===== src/rtl/bg_mode_sequencer.sv =====
// ============================================================================
// Module  : bg_mode_sequencer
// Brief   : Fades the background between drawing modes, flashes it on demand
//           and scrolls the colour matrix; all outputs registered.
// Revision: 1.0
// ============================================================================
`default_nettype none

module bg_mode_sequencer #(
    parameter int FRAMES_PER_STEP = 2,
    parameter int FLASH_FRAMES    = 8,
    parameter int SCROLL_STEP     = 1,
    parameter int MAX_LEFT_X      = 500,
    parameter int INIT_LEFT_X     = 100
) (
    input  logic        clk,
    input  logic        resetN,
    input  logic        startOfFrame,
    input  logic        modeReqValid,
    input  logic [1:0]  modeReq,
    output logic        modeReqReady,
    input  logic        flashReq,
    output logic [1:0]  bgMode,
    output logic [3:0]  bgEnableMask,
    output logic [1:0]  brightness,
    output logic        flashActive,
    output logic [10:0] matrixLeftX,
    output logic [15:0] frameCount
);

    localparam int STEP_W  = $clog2(FRAMES_PER_STEP + 1);
    localparam int FLASH_W = $clog2(FLASH_FRAMES + 1);

    localparam logic [STEP_W-1:0]  c_step_final  = STEP_W'(FRAMES_PER_STEP - 1);
    localparam logic [FLASH_W-1:0] c_flash_load  = FLASH_W'(FLASH_FRAMES);
    localparam logic [FLASH_W-1:0] c_flash_one   = FLASH_W'(1);
    localparam logic [11:0]        c_scroll_step = 12'(SCROLL_STEP);
    localparam logic [11:0]        c_max_left_x  = 12'(MAX_LEFT_X);
    localparam logic [10:0]        c_init_left_x = 11'(INIT_LEFT_X);

    localparam logic [1:0] c_mode_blank   = 2'd0;
    localparam logic [1:0] c_mode_borders = 2'd1;
    localparam logic [1:0] c_mode_rects   = 2'd2;
    localparam logic [1:0] c_mode_matrix  = 2'd3;

    typedef enum logic [1:0] {
        SHOW     = 2'd0,
        FADE_OUT = 2'd1,
        FADE_IN  = 2'd2
    } state_t;

    state_t               state_q,        state_d;
    logic [1:0]           bgMode_q,       bgMode_d;
    logic [3:0]           bgEnableMask_q, bgEnableMask_d;
    logic [1:0]           brightness_q,   brightness_d;
    logic                 modeReqReady_q, modeReqReady_d;
    logic                 flashActive_q,  flashActive_d;
    logic [10:0]          matrixLeftX_q,  matrixLeftX_d;
    logic [15:0]          frameCount_q,   frameCount_d;
    logic [STEP_W-1:0]    step_cnt_q,     step_cnt_d;
    logic [FLASH_W-1:0]   flash_cnt_q,    flash_cnt_d;
    logic [1:0]           pendingMode_q,  pendingMode_d;

    logic                 w_accept;
    logic                 w_step_done;
    logic [11:0]          w_scroll_sum;

    function automatic logic [3:0] mask_for(input logic [1:0] mode);
        logic [3:0] mask;
        mask = 4'b0000;
        case (mode)
            c_mode_blank:   mask = 4'b0000;
            c_mode_borders: mask = 4'b0011;
            c_mode_rects:   mask = 4'b0101;
            c_mode_matrix:  mask = 4'b1001;
            default:        mask = 4'b0000;
        endcase
        return mask;
    endfunction

    always_ff @(posedge clk or negedge resetN) begin
        if (!resetN) begin
            state_q        <= SHOW;
            bgMode_q       <= c_mode_blank;
            bgEnableMask_q <= 4'b0000;
            brightness_q   <= 2'd3;
            modeReqReady_q <= 1'b1;
            flashActive_q  <= 1'b0;
            matrixLeftX_q  <= c_init_left_x;
            frameCount_q   <= 16'd0;
            step_cnt_q     <= '0;
            flash_cnt_q    <= '0;
            pendingMode_q  <= 2'd0;
        end else begin
            state_q        <= state_d;
            bgMode_q       <= bgMode_d;
            bgEnableMask_q <= bgEnableMask_d;
            brightness_q   <= brightness_d;
            modeReqReady_q <= modeReqReady_d;
            flashActive_q  <= flashActive_d;
            matrixLeftX_q  <= matrixLeftX_d;
            frameCount_q   <= frameCount_d;
            step_cnt_q     <= step_cnt_d;
            flash_cnt_q    <= flash_cnt_d;
            pendingMode_q  <= pendingMode_d;
        end
    end

    always_comb begin
        state_d        = state_q;
        bgMode_d       = bgMode_q;
        brightness_d   = brightness_q;
        flashActive_d  = flashActive_q;
        matrixLeftX_d  = matrixLeftX_q;
        step_cnt_d     = step_cnt_q;
        flash_cnt_d    = flash_cnt_q;
        pendingMode_d  = pendingMode_q;

        w_accept     = modeReqValid && modeReqReady_q;
        w_step_done  = (step_cnt_q == c_step_final);
        w_scroll_sum = {1'b0, matrixLeftX_q} + c_scroll_step;

        frameCount_d = startOfFrame ? frameCount_q + 16'd1 : frameCount_q;

        // Scrolling is judged on the pre-edge state, so the acceptance cycle still scrolls.
        if (state_q == SHOW && bgMode_q == c_mode_matrix && startOfFrame) begin
            matrixLeftX_d = (w_scroll_sum > c_max_left_x) ? 11'd0 : w_scroll_sum[10:0];
        end

        case (state_q)
            SHOW: begin
                if (w_accept && modeReq != bgMode_q) begin
                    pendingMode_d = modeReq;
                    state_d       = FADE_OUT;
                    step_cnt_d    = '0;
                    flash_cnt_d   = '0;
                    flashActive_d = 1'b0;
                end else if (flashReq && !w_accept) begin
                    flash_cnt_d   = c_flash_load;
                    flashActive_d = 1'b1;
                end else if (startOfFrame && flash_cnt_q != '0) begin
                    flash_cnt_d   = flash_cnt_q - c_flash_one;
                    flashActive_d = (flash_cnt_q != c_flash_one);
                end
            end
            FADE_OUT: begin
                if (startOfFrame) begin
                    if (w_step_done) begin
                        step_cnt_d   = '0;
                        brightness_d = brightness_q - 2'd1;
                        if (brightness_q == 2'd1) begin
                            bgMode_d = pendingMode_q;
                            state_d  = FADE_IN;
                        end
                    end else begin
                        step_cnt_d = step_cnt_q + 1'b1;
                    end
                end
            end
            FADE_IN: begin
                if (startOfFrame) begin
                    if (w_step_done) begin
                        step_cnt_d   = '0;
                        brightness_d = brightness_q + 2'd1;
                        if (brightness_q == 2'd2) begin
                            state_d = SHOW;
                        end
                    end else begin
                        step_cnt_d = step_cnt_q + 1'b1;
                    end
                end
            end
            default: begin
                state_d    = SHOW;
                step_cnt_d = '0;
            end
        endcase

        // Ready and mask are registered copies of next-state facts so they move on the same edge.
        modeReqReady_d = (state_d == SHOW);
        bgEnableMask_d = mask_for(bgMode_d);
    end

    assign modeReqReady = modeReqReady_q;
    assign bgMode       = bgMode_q;
    assign bgEnableMask = bgEnableMask_q;
    assign brightness   = brightness_q;
    assign flashActive  = flashActive_q;
    assign matrixLeftX  = matrixLeftX_q;
    assign frameCount   = frameCount_q;

endmodule

`default_nettype wire


===== config.mk =====
export PLATFORM = sky130hd
export DESIGN_NAME = bg_mode_sequencer
export DESIGN_NICKNAME = d
export VERILOG_FILES = /design/src/rtl/bg_mode_sequencer.sv
export SDC_FILE = /design/constraint.sdc
export NUM_CORES = 1
export LEC_CHECK = 0
export CAP_MARGIN = 5
export CORE_ASPECT_RATIO = 2
export CORE_MARGIN = 10
export CORE_UTILIZATION = 52
export DETAILED_ROUTE_END_ITERATION = 7
export PLACE_DENSITY = 0.86
export SYNTH_ARGS = -nofsm -noshare
export SYNTH_HDL_FRONTEND = slang
export SYNTH_SLANG_ARGS = --single-unit

===== constraint.sdc =====
create_clock -name clk -period 3.1 [get_ports clk]
set_input_delay 0.465 -clock clk [delete_from_list [all_inputs] [get_ports clk]]
set_output_delay 0.465 -clock clk [all_outputs]
set_load 0.005 [all_outputs]

# Yosys cells after proc, flatten, opt, wreduce, memory -nomap -nowiden
# Cells that the tools add are included.
# W data, S select, Z words.
# totals
regBits	47
input_bits	7
out_inout_bits	37
wordCells	82
# op_classes
add_sub_neg	6
order_cmp	1
eq_ne	17
mux	29
n_reduce_logical	18
# op_table
operator	count
$mux W2	18
$add A16 B1 Y16 const B	1
$pmux W4 S4	1
$add A11 B1 Y12 const B	1
$gt A12 B9 Y1 const B	1
$mux W4	3
$mux W11	1
$eq A2 B2 Y1 const B	5
$eq A2 B1 Y1 const B	4
$ne A2 B2 Y1 const B	4
$pmux W2 S2	2
$logic_and A1 B1 Y1	6
$logic_not A2 Y1	3
$pmux W2 S3	1
$reduce_and A2 Y1	3
$reduce_and A5 Y1	1
$add A2 B1 Y2 const B	2
$ne A2 B1 Y1 const B	2
$ne A4 B1 Y1 const B	1
$reduce_bool A4 Y1	1
$sub A4 B1 Y4 const B	1
$mux W1	3
$reduce_bool A3 Y1	1
$ne A2 B2 Y1	1
other kinds (4)	4

# Logic depth before layout (Yosys ltp)
# Gate-level depths: netlist of run 1.
# logic_depth
depth_word	7
ltp_mapped	9
mapped_depth_nobuf	8

# Worst setup path after synthesis of run 1
# No wires, ideal clock.
# synth_timing
kind	reg2reg
from	register matrixLeftX_q[0], in the netlist matrixLeftX[0]
to	register matrixLeftX_q[8], in the netlist matrixLeftX[8]
setup_time_ns	0.126
t_arrival_ns	2.101
t_required_ns	2.974
setup_slack_ns	0.873
stages_incl_launch_ff	10
n_path_buf	1
synth_period_minus_slack_ns	2.227
path_cell_list	dfrtp_1 ha_1 nand3_2 or4_1 mux2i_1 a32o_2 a21oi_2 buf_6 and3_1 a221o_1
# synth_via
elab_chain_cells	3
# synth_lines
item	line	rtl
start: declaration	58	logic [10:0] matrixLeftX_q, matrixLeftX_d;
start signal: assignment	89	matrixLeftX_q <= c_init_left_x;
start signal: assignment	101	matrixLeftX_q <= matrixLeftX_d;
$add A11 B1 Y12 (*)	121	w_scroll_sum = {1'b0, matrixLeftX_q} + c_scroll_step;
$gt A12 B9 Y1	127	matrixLeftX_d = (w_scroll_sum > c_max_left_x) ? 11'd0 : w_scroll_sum[10:0];
$mux W11 (*)	127	
# Every way passes the cells marked *; elsewhere a longest branch is shown, timed or not.
# A chain may end at the register's enable or synchronous reset.

# Worst setup path after layout of run 1
# layout_timing
from	register matrixLeftX_q[0], in the netlist matrixLeftX[0]
to	register matrixLeftX_q[3], in the netlist matrixLeftX[3]
# The elaborated chain is that of the path after synthesis.

==> impl_metrics.tcl, run 1 <==
set metrics [dict create \
    synth_area_mm2 0.00238 \
    ctsHtreeMaxLevel 2 \
    detail_route.wl_per_cell_um 16.3 \
    cts_buffer_depth 2 \
    dp.cells 330 \
    place_ws_ns 0.578 \
    critPathMaxFanout 12 \
    drt_pass1_iterations 5 \
    clock_sinks 47 \
    clock_latency_ns 0.30 \
    drive_gt1_frac 0.0880 \
    viasPerCell 5.73 \
    final_common_cell "clkdlybuf4s50_1" \
    die-area_mm2 0.00784 \
    cts-root-buf "clkbuf_8" \
    critical_path_arrival_ns 2.65 \
    diodes 0 \
    hp-class "input port to asynchronous set/reset pin" \
    tightestPinTransition_ns 1.01 \
    ant_nets 0 \
    postCtsSetupRepairBufs 0 \
    dieHeight_um 116 \
    via_count 1938 \
    fin_ws_ns 0.663 \
    synthArstFlopShare 1.00 \
    vdd_drop_max_mv 0.539 \
    max-cap-violations 0 \
    cp_slowest_cell "dfrtp_1" \
    core-area_mm2 0.00438 \
    cpPeakStageDelay_ns 0.45 \
    synthCells 238 \
    io_buffer_count 43 \
    start_kind "flip-flop" \
    synth_cell_type_count 45 \
    drv_slew 0 \
    cts_resized 0 \
    placementRows 34 \
    tns_ns 0 \
    synth.avg_cell_area_um2 9.98 \
    ios 44 \
    start_util 0.542 \
    max_slew_margin 0.329 \
    yosysWarnings 0 \
    reg2reg_depth 8 \
    synthesis.nets 255 \
    setup_violations 0 \
    drt_wl_total_um 5510 \
    synth-seq-cells 47 \
    holdBufCountCts 0 \
    power_density_mw_per_mm2 708 \
    status "complete, no violations" \
    synth_seq_area_share 0.498 \
    synth-edff-count 0 \
    layout_common_cells "clkdlybuf4s50_1, dfrtp_1, nand2_1" \
    grt_max_degree 48 \
    hpwl_um 4180 \
    fin_crit_ns 2.44 \
    end_kind "flip-flop" \
    fmax_ghz 0.410 \
    rsz0062_at_grt "false" \
    grt_usage 0.144 \
    fillers 343 \
    die_w_um 67.8 \
    route.detailed.drc 0 \
    cts_tree "done" \
    nets 300 \
    finalClockSkew_ns 0.00975 \
    grt_overflow 0 \
    cts_buffers 5 \
    syn2layout_area_growth_pct 24.6 \
    crit_family "compound AO/OA/AOI/OAI gates" \
    period_share 0.786 \
    final_cells 338 \
    path_cells "ha_1 > nand3_2 > nor2_2 > o21ai_0 > a32o_2 > a21oi_2 > nand2b_1 > o31ai_1" \
    setup.worst_path.class "flip-flop to flip-flop" \
    first_iter_violations 86 \
    routabilityCongestion 0.876 \
    p_leak_nw 1.33 \
    path_buf_inv 0 \
    grt_pass1_vias 1998 \
    antenna_found_initial 0 \
    crit_required_ns 3.31 \
    grt_pass1_wl_um 9000 \
    clkTransAtPathRegs_ns 0.09 \
    synth_flop_cell "dfrtp_1" \
    finalHoldViolations 0 \
    path_depth 8 \
]
sequential cells by signal (all words and copies together) (netlist names), 4 cells and up:
name,cells
matrixLeftX,11
bgEnableMask,4
flash_cnt_q,4
frameCount,16
cell usage after synthesis (all sizes together), types with 2 or more instances:
cell type	count	area share
nand3	18	0.040
nand2	26	0.041
o22ai	3	0.0079
and3	6	0.016
ha	10	0.053
mux2	3	0.014
nand2b	2	0.0053
xor2	6	0.022
and2	2	0.0053
dfstp	6	0.066
o31ai	4	0.013
o21ai	13	0.027
inv	14	0.022
clkbuf	3	0.0047
nor2	15	0.025
a221o	2	0.0084
xnor2	14	0.052
mux2i	4	0.017
buf	3	0.0084
nand4	6	0.016
a21oi	11	0.025
dfrtp	41	0.43
nor3	5	0.011
nand3b	3	0.0095
nor2b	3	0.0079
metal layers:
metal  share of wire  up-vias  wire [um]  GRT usage
met2            0.57       45       3170      0.286
met1            0.36      956       1980      0.132
met5               0        -          0          0
li1                -      923          -          -
met4           0.020        0        112     0.0540
met3           0.047       14        258     0.0290
final cells by class:
cell class	instances	area [um2]	share of cell area
clock inverters	3	47.5	0.0161
repair buffers	44	433	0.146
flip-flops and latches	47	1180	0.400
multi-input cells	171	1110	0.374
well taps	54	67.6	0.0228
inverters	14	52.6	0.0177
clock buffers	5	68.8	0.0232
worst reg2reg max path, delay by kind of cell, from the launching register on:
kind	cells	cell delay [ns]
AOI/OAI and AO/OA	4	1.04
adders and majority gates	1	0.28
DFF	1	0.45
and+or+nand+nor	3	0.58
stage by stage:
step	instance area [um2]	util	power [mW]	hold slack, ns
6_report	2960	0.676	2.10	0.339
5_1_grt	2960	0.676	2.24	0.419
4_1_cts	2960	0.676	2.12	0.373
3_5_place_dp	2850	0.649	1.66	0.469
3_3_place_gp	2850	0.649	1.63	0.464
2_1_floorplan	2380	-	1.29	0.169
logic make-up after synthesis:
group | synth area share
and+or+nand+nor | 0.191
AOI/OAI and AO/OA | 0.118
muxes | 0.0311
DFF | 0.498
buffers and inverters | 0.0353
xor gates and xnor gates | 0.0737
adders and majority gates | 0.0527
final timing paths:
check / endpoint / slack, ns / from
worst max-delay path: matrixLeftX[3] / 0.66 / matrixLeftX[0]
worst min-delay path: frameCount[9] / 0.34 / resetN
worst max register to register: matrixLeftX[3] / 0.66 / matrixLeftX[0]
worst min register to register: frameCount[15] / 0.48 / frameCount[15]
max in group asynchronous: matrixLeftX[10] / 2.15 / resetN
min in group clk: frameCount[15] / 0.48 / frameCount[15]
power breakdown:
| group | switching (mW) | total, mW | internal (mW) |
|---|---|---|---|
| Sequential | 0.148 | 0.921 | 0.774 |
| Combinational | 0.340 | 0.720 | 0.380 |
| Clock | 0.212 | 0.456 | 0.244 |
| Total | 0.700 | 2.10 | 1.40 |
Note: power is estimated with default switching activity, not from simulation.
==> inputs of run 2 (changes only) <==
- clock period: 3.1 -> 2.5 ns (I/O delays scaled with it)
==> impl_metrics.tcl, run 2 (synthesis gave the netlist of run 1 again) <==
set metrics [dict create \
    crit_required_ns 2.69 \
    cp-startpoint "matrixLeftX[0]" \
    final_core_util 0.689 \
    nets 306 \
    tightestPinTransition_ns 0.561 \
    postCtsSetupRepairBufs 0 \
    max-cap-violations 0 \
    end_kind "flip-flop" \
    cts_buffers 5 \
    clockPowerShare 0.224 \
    cts-root-buf "clkbuf_8" \
    dieHeight_um 116 \
    io_buffer_count 43 \
    grt_pass1_wl_um 8720 \
    first_iter_violations 86 \
    grt_usage 0.140 \
    rsz0062_at_grt "false" \
    drive_gt1_frac 0.107 \
    ctsHtreeMaxLevel 2 \
    fmax_ghz 0.432 \
    p_comb_frac 0.339 \
    p_leak_nw 1.36 \
    antenna_found_initial 0 \
    power_density_mw_per_mm2 860 \
    grt_max_degree 22 \
    place_area_mm2 0.00288 \
    start_util 0.542 \
    rrSetupSlack_ns 0.18 \
    hp-class "input port to asynchronous set/reset pin" \
    netSwitchingPower_mw 0.845 \
    detail_route.wl_per_cell_um 15.4 \
    viasPerCell 5.58 \
    final_cells 344 \
    clkTransAtPathRegs_ns 0.09 \
    ant_nets 0 \
    status "complete, no violations" \
    grt_pass1_vias 1953 \
    cts_buffer_depth 2 \
    finalClockSkew_ns 0.0107 \
    critPathMaxFanout 12 \
    final_common_cell "clkdlybuf4s50_1" \
    diodes 0 \
    routabilityCongestion 0.872 \
    fin_area_mm2 0.00302 \
    seqPwrFrac 0.436 \
    placementRows 34 \
    syn2layout_area_growth_pct 27.1 \
    layout_common_cells "clkdlybuf4s50_1, dfrtp_1, nand2_1" \
    critical_path_arrival_ns 2.51 \
    clock_latency_ns 0.30 \
    tns_ns 0 \
    max_slew_margin 0.622 \
    drv_slew 0 \
    largest_reg_flops 16 \
    dp.cells 335 \
    r2r-end "matrixLeftX[4]" \
    cts_tree "done" \
    reg2reg_depth 8 \
    clock_sinks 47 \
    via_count 1919 \
    die-area_mm2 0.00784 \
    switching_share 0.325 \
    finalHoldViolations 0 \
    route.detailed.drc 0 \
    hold_slack_ns 0.451 \
    core-area_mm2 0.00438 \
    setup_violations 0 \
    vdd_drop_max_mv 0.511 \
    drt_pass1_iterations 6 \
    grt_overflow 0 \
    drt_wl_total_um 5300 \
    start_kind "flip-flop" \
    period_share 0.927 \
    hpwl_um 4090 \
    die_w_um 67.8 \
    fin_crit_ns 2.32 \
    ios 44 \
    setup.worst_path.class "flip-flop to flip-flop" \
    reg2reg_from "matrixLeftX[0]" \
    internal_power_mw 1.75 \
]
[run 2: worst max-delay path: stages (launching register included)]
cell and delay (ns):
dfrtp_1 0.45, ha_2 0.26, nand3_2 0.12, or4_1 0.48
mux2i_1 0.13, a32o_2 0.18, a21oi_4 0.11, and3_1 0.22
a221o_1 0.25
[run 2: per-layer routing]
layer,share of wire,GRT usage,vias up
li1,-,-,931
met1,0.37,0.141,927
met2,0.55,0.260,51
met3,0.056,0.0309,10
met4,0.028,0.0621,0
met5,0,0,-
[run 2: layout make-up]
cell class | instances | area (um2)
fill | 347 | 1360
sequential | 47 | 1180
multi-input combinational | 171 | 1120
timing repair buffer | 50 | 480
clock buffer | 6 | 82.6
tap | 54 | 67.6
inverter | 14 | 52.6
clock inverter | 2 | 35.0
[run 2: per-stage QoR]
stage / power, mW / setup slack (ns)
floorplan: 1.60 / 0.273
global placement: 2.00 / 0.222
detailed placement: 2.03 / 0.153
CTS: 2.62 / 0.128
global route: 2.76 / 0.0372
finish: 2.60 / 0.183
[run 2: what timing repair did]
action                                  CTS  global route
hold endpoints to repair                  8             0
endpoints found under the setup margin    0             5
hold buffers                              1             0
resized for setup                         0             2
[run 2: power groups by stage]
| stage | clock, mW | combinational (mW) | sequential [mW] |
|---|---|---|---|
| floorplan | 0 | 0.471 | 1.13 |
| global placement | 0 | 0.862 | 1.14 |
| detailed placement | 0 | 0.887 | 1.15 |
| CTS | 0.593 | 0.895 | 1.13 |
| global route | 0.617 | 0.986 | 1.16 |
| finish | 0.583 | 0.882 | 1.13 |
[run 2: worst max-delay path by stage]
stage	endpoint	slack [ns]
after global placement	matrixLeftX[4]	0.22
after global routing	matrixLeftX[4]	0.04
final	matrixLeftX[4]	0.18
after detailed placement	matrixLeftX[4]	0.15
after floorplan	matrixLeftX[8]	0.27
after CTS	matrixLeftX[3]	0.13
